--- config.mk ---
export PLATFORM = sky130hd
export DESIGN_NAME = decode_stage
export DESIGN_NICKNAME = d
export VERILOG_FILES = /design/src/rtl/decode_pkg.sv /design/src/rtl/decode_fields.sv /design/src/rtl/decode_stage.sv
export SDC_FILE = /design/constraint.sdc
export NUM_CORES = 1
export LEC_CHECK = 0
export ABC_AREA = 1
export CAP_MARGIN = 15
export CELL_PAD_IN_SITES_DETAIL_PLACEMENT = 0
export CELL_PAD_IN_SITES_GLOBAL_PLACEMENT = 1
export CORE_MARGIN = 4
export CORE_UTILIZATION = 35
export DETAILED_ROUTE_END_ITERATION = 6
export GPL_TIMING_DRIVEN = 0
export MAX_ROUTING_LAYER = met4
export PLACE_DENSITY_LB_ADDON = 0.25
export SYNTH_ARGS = -nofsm -noshare
export SYNTH_HDL_FRONTEND = slang
export SYNTH_SLANG_ARGS = --single-unit
export TNS_END_PERCENT = 5
--- constraint.sdc ---
create_clock -name clk -period 1.6 [get_ports clk]
set_input_delay 0.24 -clock clk [delete_from_list [all_inputs] [get_ports clk]]
set_output_delay 0.24 -clock clk [all_outputs]
set_load 0.02 [all_outputs]
--- src/rtl/decode_pkg.sv ---
// Shared types, constants and field helper for the decode stage.
// Optional illegal-opcode flag is compiled in with DECODE_ILLEGAL_DETECT_EN.
package decode_pkg;

  localparam int DEF_OPCODE_W   = 3;
  localparam int DEF_REG_ADDR_W = 4;
  localparam int DEF_IMM_W      = 5;
  localparam int DEF_DATA_W     = 16;

  localparam logic [2:0] OPC_STORE = 3'b101;

  localparam int         N_ILLEGAL = 1;
  localparam logic [2:0] ILLEGAL_OPCODES [N_ILLEGAL] = '{3'b111};

  // Widest instruction the field helper can slice.
  localparam int FX_W = 64;

  typedef struct packed {
    logic [DEF_OPCODE_W-1:0]   op_code;
    logic                      beq_en;
    logic [DEF_REG_ADDR_W-1:0] dest_addr;
    logic [DEF_REG_ADDR_W-1:0] src_addr_a;
    logic [DEF_REG_ADDR_W-1:0] src_addr_b;
    logic [DEF_IMM_W-1:0]      immediate;
    logic [DEF_DATA_W-1:0]     imm_sext;
`ifdef DECODE_ILLEGAL_DETECT_EN
    logic                      illegal;
`endif
  } decoded_t;

  function automatic logic [FX_W-1:0] field_extract(input logic [FX_W-1:0] word,
                                                    input int unsigned    lsb,
                                                    input int unsigned    width);
    logic [FX_W-1:0] mask;
    mask = (width >= FX_W) ? '1 : ((FX_W'(1) << width) - FX_W'(1));
    return (word >> lsb) & mask;
  endfunction

endpackage

--- src/rtl/decode_fields.sv ---
// Combinational instruction field extractor with immediate sign-extension, no state.
// Adds the illegal-opcode flag when DECODE_ILLEGAL_DETECT_EN is defined.
module decode_fields
  import decode_pkg::*;
#(
  parameter int                    INSTR_W      = 16,
  parameter int                    OPCODE_W     = 3,
  parameter int                    REG_ADDR_W   = 4,
  parameter int                    IMM_W        = 5,
  parameter int                    DATA_W       = 16,
  parameter logic [OPCODE_W-1:0]   STORE_OPCODE = OPCODE_W'(OPC_STORE)
) (
  input  logic [INSTR_W-1:0]    i_instr,
  output logic [OPCODE_W-1:0]   o_op_code,
  output logic                  o_beq_en,
  output logic [REG_ADDR_W-1:0] o_dest_addr,
  output logic [REG_ADDR_W-1:0] o_src_addr_a,
  output logic [REG_ADDR_W-1:0] o_src_addr_b,
  output logic [IMM_W-1:0]      o_immediate,
  output logic [DATA_W-1:0]     o_imm_sext
`ifdef DECODE_ILLEGAL_DETECT_EN
  ,
  output logic                  o_illegal
`endif
);

  localparam int SRCA_LSB = OPCODE_W + REG_ADDR_W;
  localparam int SRCB_LSB = OPCODE_W + 2*REG_ADDR_W;
  localparam int IMM_LSB  = INSTR_W - IMM_W;

  if (INSTR_W > FX_W) begin : g_width_chk
    $fatal(1, "decode_fields: INSTR_W exceeds field helper width");
  end

  logic [FX_W-1:0]       w_word;
  logic [REG_ADDR_W-1:0] w_src_b_raw;

  assign w_word       = FX_W'(i_instr);
  assign o_op_code    = OPCODE_W'(field_extract(w_word, 0, OPCODE_W));
  assign o_beq_en     = 1'(field_extract(w_word, OPCODE_W, 1));
  assign o_dest_addr  = REG_ADDR_W'(field_extract(w_word, OPCODE_W, REG_ADDR_W));
  assign o_src_addr_a = REG_ADDR_W'(field_extract(w_word, SRCA_LSB, REG_ADDR_W));
  assign w_src_b_raw  = REG_ADDR_W'(field_extract(w_word, SRCB_LSB, REG_ADDR_W));
  assign o_immediate  = IMM_W'(field_extract(w_word, IMM_LSB, IMM_W));

  // Stores carry their data register in the dest slot.
  assign o_src_addr_b = (o_op_code == STORE_OPCODE) ? o_dest_addr : w_src_b_raw;
  assign o_imm_sext   = DATA_W'($signed(o_immediate));

`ifdef DECODE_ILLEGAL_DETECT_EN
  always_comb begin
    o_illegal = 1'b0;
    for (int i = 0; i < N_ILLEGAL; i++) begin
      if (o_op_code == OPCODE_W'(ILLEGAL_OPCODES[i])) o_illegal = 1'b1;
    end
  end
`endif

endmodule

--- src/rtl/decode_stage.sv ---
// Registered decode stage: 1-cycle latency, main+skid entries, in_ready registered (=!skid valid).
// Flush drops both entries; saturating output counter; illegal flag with DECODE_ILLEGAL_DETECT_EN.
module decode_stage
  import decode_pkg::*;
#(
  parameter int                  INSTR_W      = 16,
  parameter int                  OPCODE_W     = 3,
  parameter int                  REG_ADDR_W   = 4,
  parameter int                  IMM_W        = 5,
  parameter int                  DATA_W       = 16,
  parameter logic [OPCODE_W-1:0] STORE_OPCODE = OPCODE_W'(OPC_STORE),
  parameter int                  CNT_W        = 16
) (
  input  logic                  clk,
  input  logic                  reset_n,
  input  logic                  flush,
  input  logic                  in_valid,
  output logic                  in_ready,
  input  logic [INSTR_W-1:0]    instruction,
  output logic                  out_valid,
  input  logic                  out_ready,
  output logic [OPCODE_W-1:0]   op_code,
  output logic                  beq_en,
  output logic [REG_ADDR_W-1:0] dest_addr,
  output logic [REG_ADDR_W-1:0] src_addr_a,
  output logic [REG_ADDR_W-1:0] src_addr_b,
  output logic [IMM_W-1:0]      immediate,
  output logic [DATA_W-1:0]     imm_sext,
  output logic [CNT_W-1:0]      decoded_count
`ifdef DECODE_ILLEGAL_DETECT_EN
  ,
  output logic                  illegal
`endif
);

  if ((OPCODE_W + 3*REG_ADDR_W > INSTR_W) || (IMM_W > DATA_W)) begin : g_param_chk
    $fatal(1, "decode_stage: field widths do not fit the instruction/data width");
  end

  typedef struct packed {
    logic [OPCODE_W-1:0]   op_code;
    logic                  beq_en;
    logic [REG_ADDR_W-1:0] dest_addr;
    logic [REG_ADDR_W-1:0] src_addr_a;
    logic [REG_ADDR_W-1:0] src_addr_b;
    logic [IMM_W-1:0]      immediate;
    logic [DATA_W-1:0]     imm_sext;
`ifdef DECODE_ILLEGAL_DETECT_EN
    logic                  illegal;
`endif
  } entry_t;

  logic [OPCODE_W-1:0]   w_op_code;
  logic                  w_beq_en;
  logic [REG_ADDR_W-1:0] w_dest_addr;
  logic [REG_ADDR_W-1:0] w_src_addr_a;
  logic [REG_ADDR_W-1:0] w_src_addr_b;
  logic [IMM_W-1:0]      w_immediate;
  logic [DATA_W-1:0]     w_imm_sext;
`ifdef DECODE_ILLEGAL_DETECT_EN
  logic                  w_illegal;
`endif

  decode_fields #(
    .INSTR_W      (INSTR_W),
    .OPCODE_W     (OPCODE_W),
    .REG_ADDR_W   (REG_ADDR_W),
    .IMM_W        (IMM_W),
    .DATA_W       (DATA_W),
    .STORE_OPCODE (STORE_OPCODE)
  ) u_fields (
    .i_instr      (instruction),
    .o_op_code    (w_op_code),
    .o_beq_en     (w_beq_en),
    .o_dest_addr  (w_dest_addr),
    .o_src_addr_a (w_src_addr_a),
    .o_src_addr_b (w_src_addr_b),
    .o_immediate  (w_immediate),
    .o_imm_sext   (w_imm_sext)
`ifdef DECODE_ILLEGAL_DETECT_EN
    ,
    .o_illegal    (w_illegal)
`endif
  );

  entry_t w_dec;
  always_comb begin
    w_dec            = '0;
    w_dec.op_code    = w_op_code;
    w_dec.beq_en     = w_beq_en;
    w_dec.dest_addr  = w_dest_addr;
    w_dec.src_addr_a = w_src_addr_a;
    w_dec.src_addr_b = w_src_addr_b;
    w_dec.immediate  = w_immediate;
    w_dec.imm_sext   = w_imm_sext;
`ifdef DECODE_ILLEGAL_DETECT_EN
    w_dec.illegal    = w_illegal;
`endif
  end

  entry_t           r_m;
  entry_t           r_s;
  logic             r_m_vld;
  logic             r_s_vld;
  logic             r_in_rdy;
  logic [CNT_W-1:0] r_cnt;

  logic w_hs_in;
  logic w_hs_out;
  logic w_advance;
  logic w_m_vld_nxt;
  logic w_s_vld_nxt;
  logic w_m_ld_s;
  logic w_m_ld_dec;
  logic w_s_ld;

  assign w_hs_in   = in_valid & r_in_rdy;
  assign w_hs_out  = r_m_vld & out_ready;
  assign w_advance = !r_m_vld | out_ready;

  always_comb begin
    w_m_vld_nxt = r_m_vld;
    w_s_vld_nxt = r_s_vld;
    w_m_ld_s    = 1'b0;
    w_m_ld_dec  = 1'b0;
    w_s_ld      = 1'b0;
    if (flush) begin
      w_m_vld_nxt = 1'b0;
      w_s_vld_nxt = 1'b0;
    end else if (w_advance) begin
      // in_ready is low whenever the skid is full, so no input competes with it here.
      if (r_s_vld) begin
        w_m_ld_s    = 1'b1;
        w_m_vld_nxt = 1'b1;
        w_s_vld_nxt = 1'b0;
      end else if (w_hs_in) begin
        w_m_ld_dec  = 1'b1;
        w_m_vld_nxt = 1'b1;
      end else begin
        w_m_vld_nxt = 1'b0;
      end
    end else if (w_hs_in) begin
      w_s_ld      = 1'b1;
      w_s_vld_nxt = 1'b1;
    end
  end

  always_ff @(posedge clk or negedge reset_n) begin
    if (!reset_n) begin
      r_m      <= '0;
      r_s      <= '0;
      r_m_vld  <= 1'b0;
      r_s_vld  <= 1'b0;
      r_in_rdy <= 1'b1;
      r_cnt    <= '0;
    end else begin
      r_m_vld  <= w_m_vld_nxt;
      r_s_vld  <= w_s_vld_nxt;
      r_in_rdy <= !w_s_vld_nxt;
      if (w_m_ld_s)   r_m <= r_s;
      if (w_m_ld_dec) r_m <= w_dec;
      if (w_s_ld)     r_s <= w_dec;
      if (w_hs_out && (r_cnt != '1)) r_cnt <= r_cnt + CNT_W'(1);
    end
  end

  assign in_ready      = r_in_rdy;
  assign out_valid     = r_m_vld;
  assign op_code       = r_m.op_code;
  assign beq_en        = r_m.beq_en;
  assign dest_addr     = r_m.dest_addr;
  assign src_addr_a    = r_m.src_addr_a;
  assign src_addr_b    = r_m.src_addr_b;
  assign immediate     = r_m.immediate;
  assign imm_sext      = r_m.imm_sext;
  assign decoded_count = r_cnt;
`ifdef DECODE_ILLEGAL_DETECT_EN
  assign illegal       = r_m.illegal;
`endif

endmodule

==> impl_metrics.json, run 1 <==
{
  "met1_length_mm": 3.47,
  "dr.first_iter.drc_count": 110,
  "sequential_cell_area_mm2": 0.00148,
  "drcViolationCount": 0,
  "grt.total_usage": 0.163,
  "hold_viol_final": 31,
  "cts_num_sinks": 59,
  "fp-row-count": 33,
  "worstPathArrival_ns": 1.32,
  "synth_warnings": 0,
  "synthesis.instances": 417,
  "via_per_inst": 4.45,
  "max_slew_margin": 0.480,
  "die_area_mm2": 0.0104,
  "antenna_cells": 0,
  "end_kind": "output port",
  "cp_slowest_cell": "clkdlybuf4s50_1",
  "synth.area.mux_share": 0,
  "drive_above_1_share": 0.148,
  "synth-simple-area-share": 0.341,
  "cp_num_buf_inv": 1,
  "finalHoldWorstSlack_ns": -0.0482,
  "regToRegSetupSlack_ns": 0.10,
  "wire_per_inst_um": 12.6,
  "route.met2.wl_mm": 3.74,
  "min_period_over_period": 0.974,
  "initial_core_util": 0.368,
  "hold_class": "primary input to asynchronous set/reset pin",
  "powerDensity_mw_per_mm2": 1250,
  "num_vias": 2746,
  "max_freq_mhz": 642,
  "slew_violations": 0,
  "cts_buffer_depth": 2,
  "wirelength_mm": 7.79,
  "cts_buffers": 9,
  "cts-root-buf": "clkbuf_8",
  "post-place-ws_ns": -0.264,
  "die_h_um": 102,
  "status": "finished, violations left",
  "r2r_end": "immediate[0]",
  "grt_pass1_wl_mm": 12.7,
  "port_buffers": 75,
  "finalSetupViolCount": 0,
  "leakage_uw": 0.00236,
  "multi_input_area_mm2": 0.00124,
  "netlist_area_mm2": 0.00309,
  "min_period_ns": 1.56,
  "area_delta_synth_final_pct": 36.1,
  "grt-ovfl-total": 0,
  "worst_slew_pin_slew_ns": 0.780,
  "nFillCells": 845,
  "num_io_pins": 76,
  "cp.required_ns": 1.36,
  "drt_first_pass_iters": 4,
  "r2r_start": "in_ready",
  "grt_max_degree": 60,
  "cp_max_fo": 2,
  "cpPeakStageDelay_ns": 0.62,
  "synth_seq_cells": 59,
  "synth_top_family_by_area": "simple AND/OR/NAND/NOR gates",
  "synth_seq_area_share": 0.479,
  "worstPathCellList": "clkdlybuf4s50_1",
  "cts_max_level": 3,
  "rsz0062_at_grt": "true",
  "rr_worst_depth": 8,
  "clock_latency_ns": 0.34,
  "synth_fa_ha_area_frac": 0.00406,
  "fin_nets": 529,
  "fp.dieW_um": 102,
  "violations": "negative hold slack",
  "wl_met3_um": 459,
  "crit_path_start_kind": "flip-flop",
  "worst_slack_ns": 0.0421,
  "ys_types": 24,
  "critPathKind": "flip-flop to output port",
  "synthXorXnorAreaFrac": 0.0114,
  "syn-num-nets": 439,
  "synth_compound_area_frac": 0.0438,
  "post_dp_cell_area_mm2": 0.00397,
  "peakVddDrop_mv": 0.748,
  "antenna_found_initial": 0,
  "grt_pass1_vias": 2607,
  "cp_top_family": "buffers and inverters",
  "fin_area_mm2": 0.00420,
  "cts_tree": "done",
  "maxCapViolCount": 0,
  "ant_nets": 0,
  "place_hpwl_mm": 5.45,
  "skew_ns": 0.0134,
  "clk_pin_slew_worst_paths_ns": 0.07,
  "core_mm2": 0.00838,
  "place.gp.congestion": 0.792,
  "avgSynthCellArea_um2": 7.40,
  "highest_layer": "met4"
}
==> what timing repair did <==
action,CTS,global route
gates cloned,0,0
setup buffers,1,4
pin swaps,0,2
endpoints found under the setup margin,44,41
gates resized for setup,42,14
hold buffers,0,0
hold endpoints to repair,0,0
==> synth_stat cells <==
cell type	n	area share
nand3_1	23	0.037
nor2_8	1	0.0065
nor2_2	4	0.0081
nand2_1	176	0.21
nor2_4	2	0.0073
nand3b_1	4	0.0097
nor2_1	28	0.034
xor2_1	2	0.0057
dfrtp_1	58	0.47
o21ai_0	27	0.044
dfstp_2	1	0.0085
inv_6	1	0.0028
clkbuf_1	4	0.0049
inv_2	2	0.0024
ha_1	1	0.0041
nor3_1	1	0.0016
nand4_1	4	0.0081
nand2_2	2	0.0041
xnor2_1	2	0.0057
nand2_8	1	0.0065
nand2_4	1	0.0036
buf_4	17	0.041
inv_1	49	0.060
buf_2	6	0.0097
==> layer usage <==
metal  track usage  up-vias
met3        0.0375       10
met5             -        -
met2         0.260       80
met1         0.203     1229
met4        0.0575        0
li1              -     1427
==> layout by cell type, fill, tap and decap left out, drive strengths merged, types with 2 or more instances in the layout <==
cell	instances
clkdlybuf4s50	30
buf	42
clkbuf	18
inv	52
nand3b	4
nand3	23
xnor2	2
dlygate4sd2	18
dfrtp	58
o21ai	27
nand2	180
nand4	4
nor2	35
bufinv	2
dlymetal6s2s	9
xor2	2
==> through the flow <==
stage | util | setup TNS [ns] | instances | power, uW
after global placement | 0.473 | -111.29 | 597 | 3770
final | 0.501 | 0 | 617 | 5250
after CTS | 0.494 | 0 | 614 | 5310
after detailed placement | 0.473 | -7.68 | 597 | 3800
after floorplan | - | 0 | 417 | 3000
after global routing | 0.501 | -0.0175 | 617 | 5570
==> flip-flops by register name, indices dropped and copies added, names as in the netlist <==
register / count
out_valid: 1
in_ready: 1
src_addr_a: 4
immediate: 4
src_addr_b: 4
decoded_count: 16
r_s_vld: 1
imm_sext: 1
r_s: 20
dest_addr: 4
op_code: 3
==> cell families (layout without fill, tap and decap cells) <==
family	count (synthesis)	count (layout)
fa+ha+maj	1	1
flops	59	59
compound gates	27	27
buf+inv	79	174
simple gates	247	247
xor+xnor	4	4
==> where the power goes <==
part / switching (uW) / total, uW / internal, uW
Combinational: 885 / 1660 / 777
Sequential: 211 / 2010 / 1800
Clock: 612 / 1570 / 960
==> area by class of cell <==
type / count / share of cell area
flip-flops and latches: 59 / 0.352
multi-input cells: 279 / 0.296
plain buffers: 26 / 0.0411
repair buffers: 80 / 0.177
clock buffers: 12 / 0.0369
inverters: 52 / 0.0477
clock inverters: 4 / 0.0173
well taps: 105 / 0.0313
==> worst max-delay path by stage <==
stage | endpoint | start | cells after the start
floorplan | decoded_count[9] | decoded_count[0] | 8
global placement | src_addr_a[1] | reset_n | 1
detailed placement | src_addr_a[3] | out_ready | 9
CTS | src_addr_a[3] | in_ready | 8
global route | dest_addr[1] | in_ready | 8
finish | src_addr_a[1] | src_addr_a[1] | 1
No activity file was read; power rests on OpenSTA's default activity.
==> inputs of run 2 (changes only) <==
- SLEW_MARGIN: unset -> 10
==> results of run 2 <==
Final layout, timing and power as in run 1 (identical DEF).
==> RTL change: new RTL, settings of run 2 <==
`DATA_W` is set to 16 in 2 places; all go to 18.
--- a/src/rtl/decode_fields.sv
+++ b/src/rtl/decode_fields.sv
@@ -7,7 +7,7 @@
   parameter int                    OPCODE_W     = 3,
   parameter int                    REG_ADDR_W   = 4,
   parameter int                    IMM_W        = 5,
-  parameter int                    DATA_W       = 16,
+  parameter int                    DATA_W       = 18,
   parameter logic [OPCODE_W-1:0]   STORE_OPCODE = OPCODE_W'(OPC_STORE)
 ) (
   input  logic [INSTR_W-1:0]    i_instr,
--- a/src/rtl/decode_stage.sv
+++ b/src/rtl/decode_stage.sv
@@ -7,7 +7,7 @@
   parameter int                  OPCODE_W     = 3,
   parameter int                  REG_ADDR_W   = 4,
   parameter int                  IMM_W        = 5,
-  parameter int                  DATA_W       = 16,
+  parameter int                  DATA_W       = 18,
   parameter logic [OPCODE_W-1:0] STORE_OPCODE = OPCODE_W'(OPC_STORE),
   parameter int                  CNT_W        = 16
 ) (
Ports: changed (resized imm_sext); port bits go from 76 to 78. No check against the original RTL was run, so the function may have changed too.
==> RTL change against run 2 <==
The flow still finishes with violations (hold timing). Sequential share of layout area stayed put. Area after synthesis is 0.97% higher. Sequential cell count stayed put. Total power is 2.6% lower. Routed wire length is 2.1% lower. Worst setup slack better by 0.0084 ns. Cell count is 1.3% higher. Fmax is 0.54% higher. Combinational power is 3% higher. Synthesized cell count is 1.4% higher. Design area stayed put. Critical path depth stayed put. Critical endpoint is now dest_addr[1]. Largest cell class unchanged. Largest power group unchanged. Highest routed layer unchanged.
==> RTL change: results (changes against run 2) <==
status: "finished with violations"
failed_checks: "hold timing"
clk_latency_ns: 0.33
synth_fa_ha_area_share_pct: 0.402  # -0.0039 points
synth_area_per_cell_um2: 7.37  # -0.46%
dr.first_iter.drc_count: 104  # -5.5%
worstReg2RegEnd: "decoded_count[0]$_DFFE_PN0P_"
synth_common_cells: "nand2_1 (179), dfrtp_1 (58), inv_1 (57), nand3_1 (29), o21ai_0 (25)"
nFillCells: 902  # +6.7%
pg_comb_w: 0.00171  # +3%
synth_nets: 445  # +1.4%
peakVddDrop_uv: 699  # -6.7%
grt_pass1_wl_um: 12600  # -1.1%
hold_violations: 20  # -35%
netSwitchingFraction_pct: 34.8  # +2.3 points
whs_ns: -0.0293  # +0.0188 ns
wl_met2_um: 3310  # -11%
drive_gt1_share_pct: 15.3  # +0.44 points
grtUsageMet3_pct: 2.87  # -0.89 points
grt_pass1_vias: 2550  # -2.2%
comb_power_share_pct: 33.5  # +1.8 points
grt_use_met2_pct: 22.4  # -3.6 points
routed_wl_um: 7620  # -2.1%
vias_per_cell: 4.53  # +1.7%
max_clock_freq_mhz: 645  # +0.54%
yosys.area_share.xor_xnor_pct: 1.41  # +0.27 points
ys_seq_area_share_pct: 47.4  # -0.46 points
routedWlPerCell_um: 12.2  # -3.4%
postCtsResizedCells: 47  # +12%
cellLeakagePower_nw: 2.39  # +1.3%
gr-usage-met1_pct: 22.7  # +2.5 points
synth.area.top_cells: "dfrtp_1 (47%), nand2_1 (22%), inv_1 (6.9%), nand3_1 (4.7%), buf_4 (4.6%)"
worst_pin_slew_ns: 0.766  # -0.0145 ns
grt.total_usage_pct: 15.8  # -0.47 points
placed_area_mm2: 0.00402  # +1.4%
dp.cells: 608  # +1.8%
crit_start: "dest_addr[1]$_DFFE_PN0P_"
wl_met1_um: 3780  # +8.9%
gp_congestion: 0.807  # +1.9%
nets: 534  # +0.95%
synth_compound_gate_area_share_pct: 4.02  # -0.36 points
-- RTL change: changes by cell type after synthesis, sizes merged, moves of 6 or more --
cell,delta
nor2,-12
clkbuf,+6
inv,+7
nand3,+6
-- RTL change: worst reg2reg max path, cell delays in order, from the launching register on --
cell and delay [ns]:
dfrtp_2 0.45, ha_1 0.23, nand2_1 0.12, nor2_4 0.06, nand2_4 0.09, nor2_8 0.06, nor2_4 0.24, nand2_1 0.11
nand2_1 0.08
-- RTL change: cells by family after synthesis --
family	count (synthesis)
xor+xnor	5
buf+inv	90
flops	59
compound gates	25
fa+ha+maj	1
simple gates	243
-- RTL change: layout make-up --
| cell class | count | area (um^2) | area share [%] |
|---|---|---|---|
| inverter | 59 | 224 | 5.33 |
| buffer | 31 | 203 | 4.83 |
| clock inverter | 7 | 77.6 | 1.85 |
| multi-input combinational | 274 | 1240 | 29.4 |
| timing repair buffer | 78 | 721 | 17.2 |
| clock buffer | 9 | 124 | 2.95 |
| tap | 108 | 135 | 3.22 |
| sequential | 59 | 1480 | 35.2 |
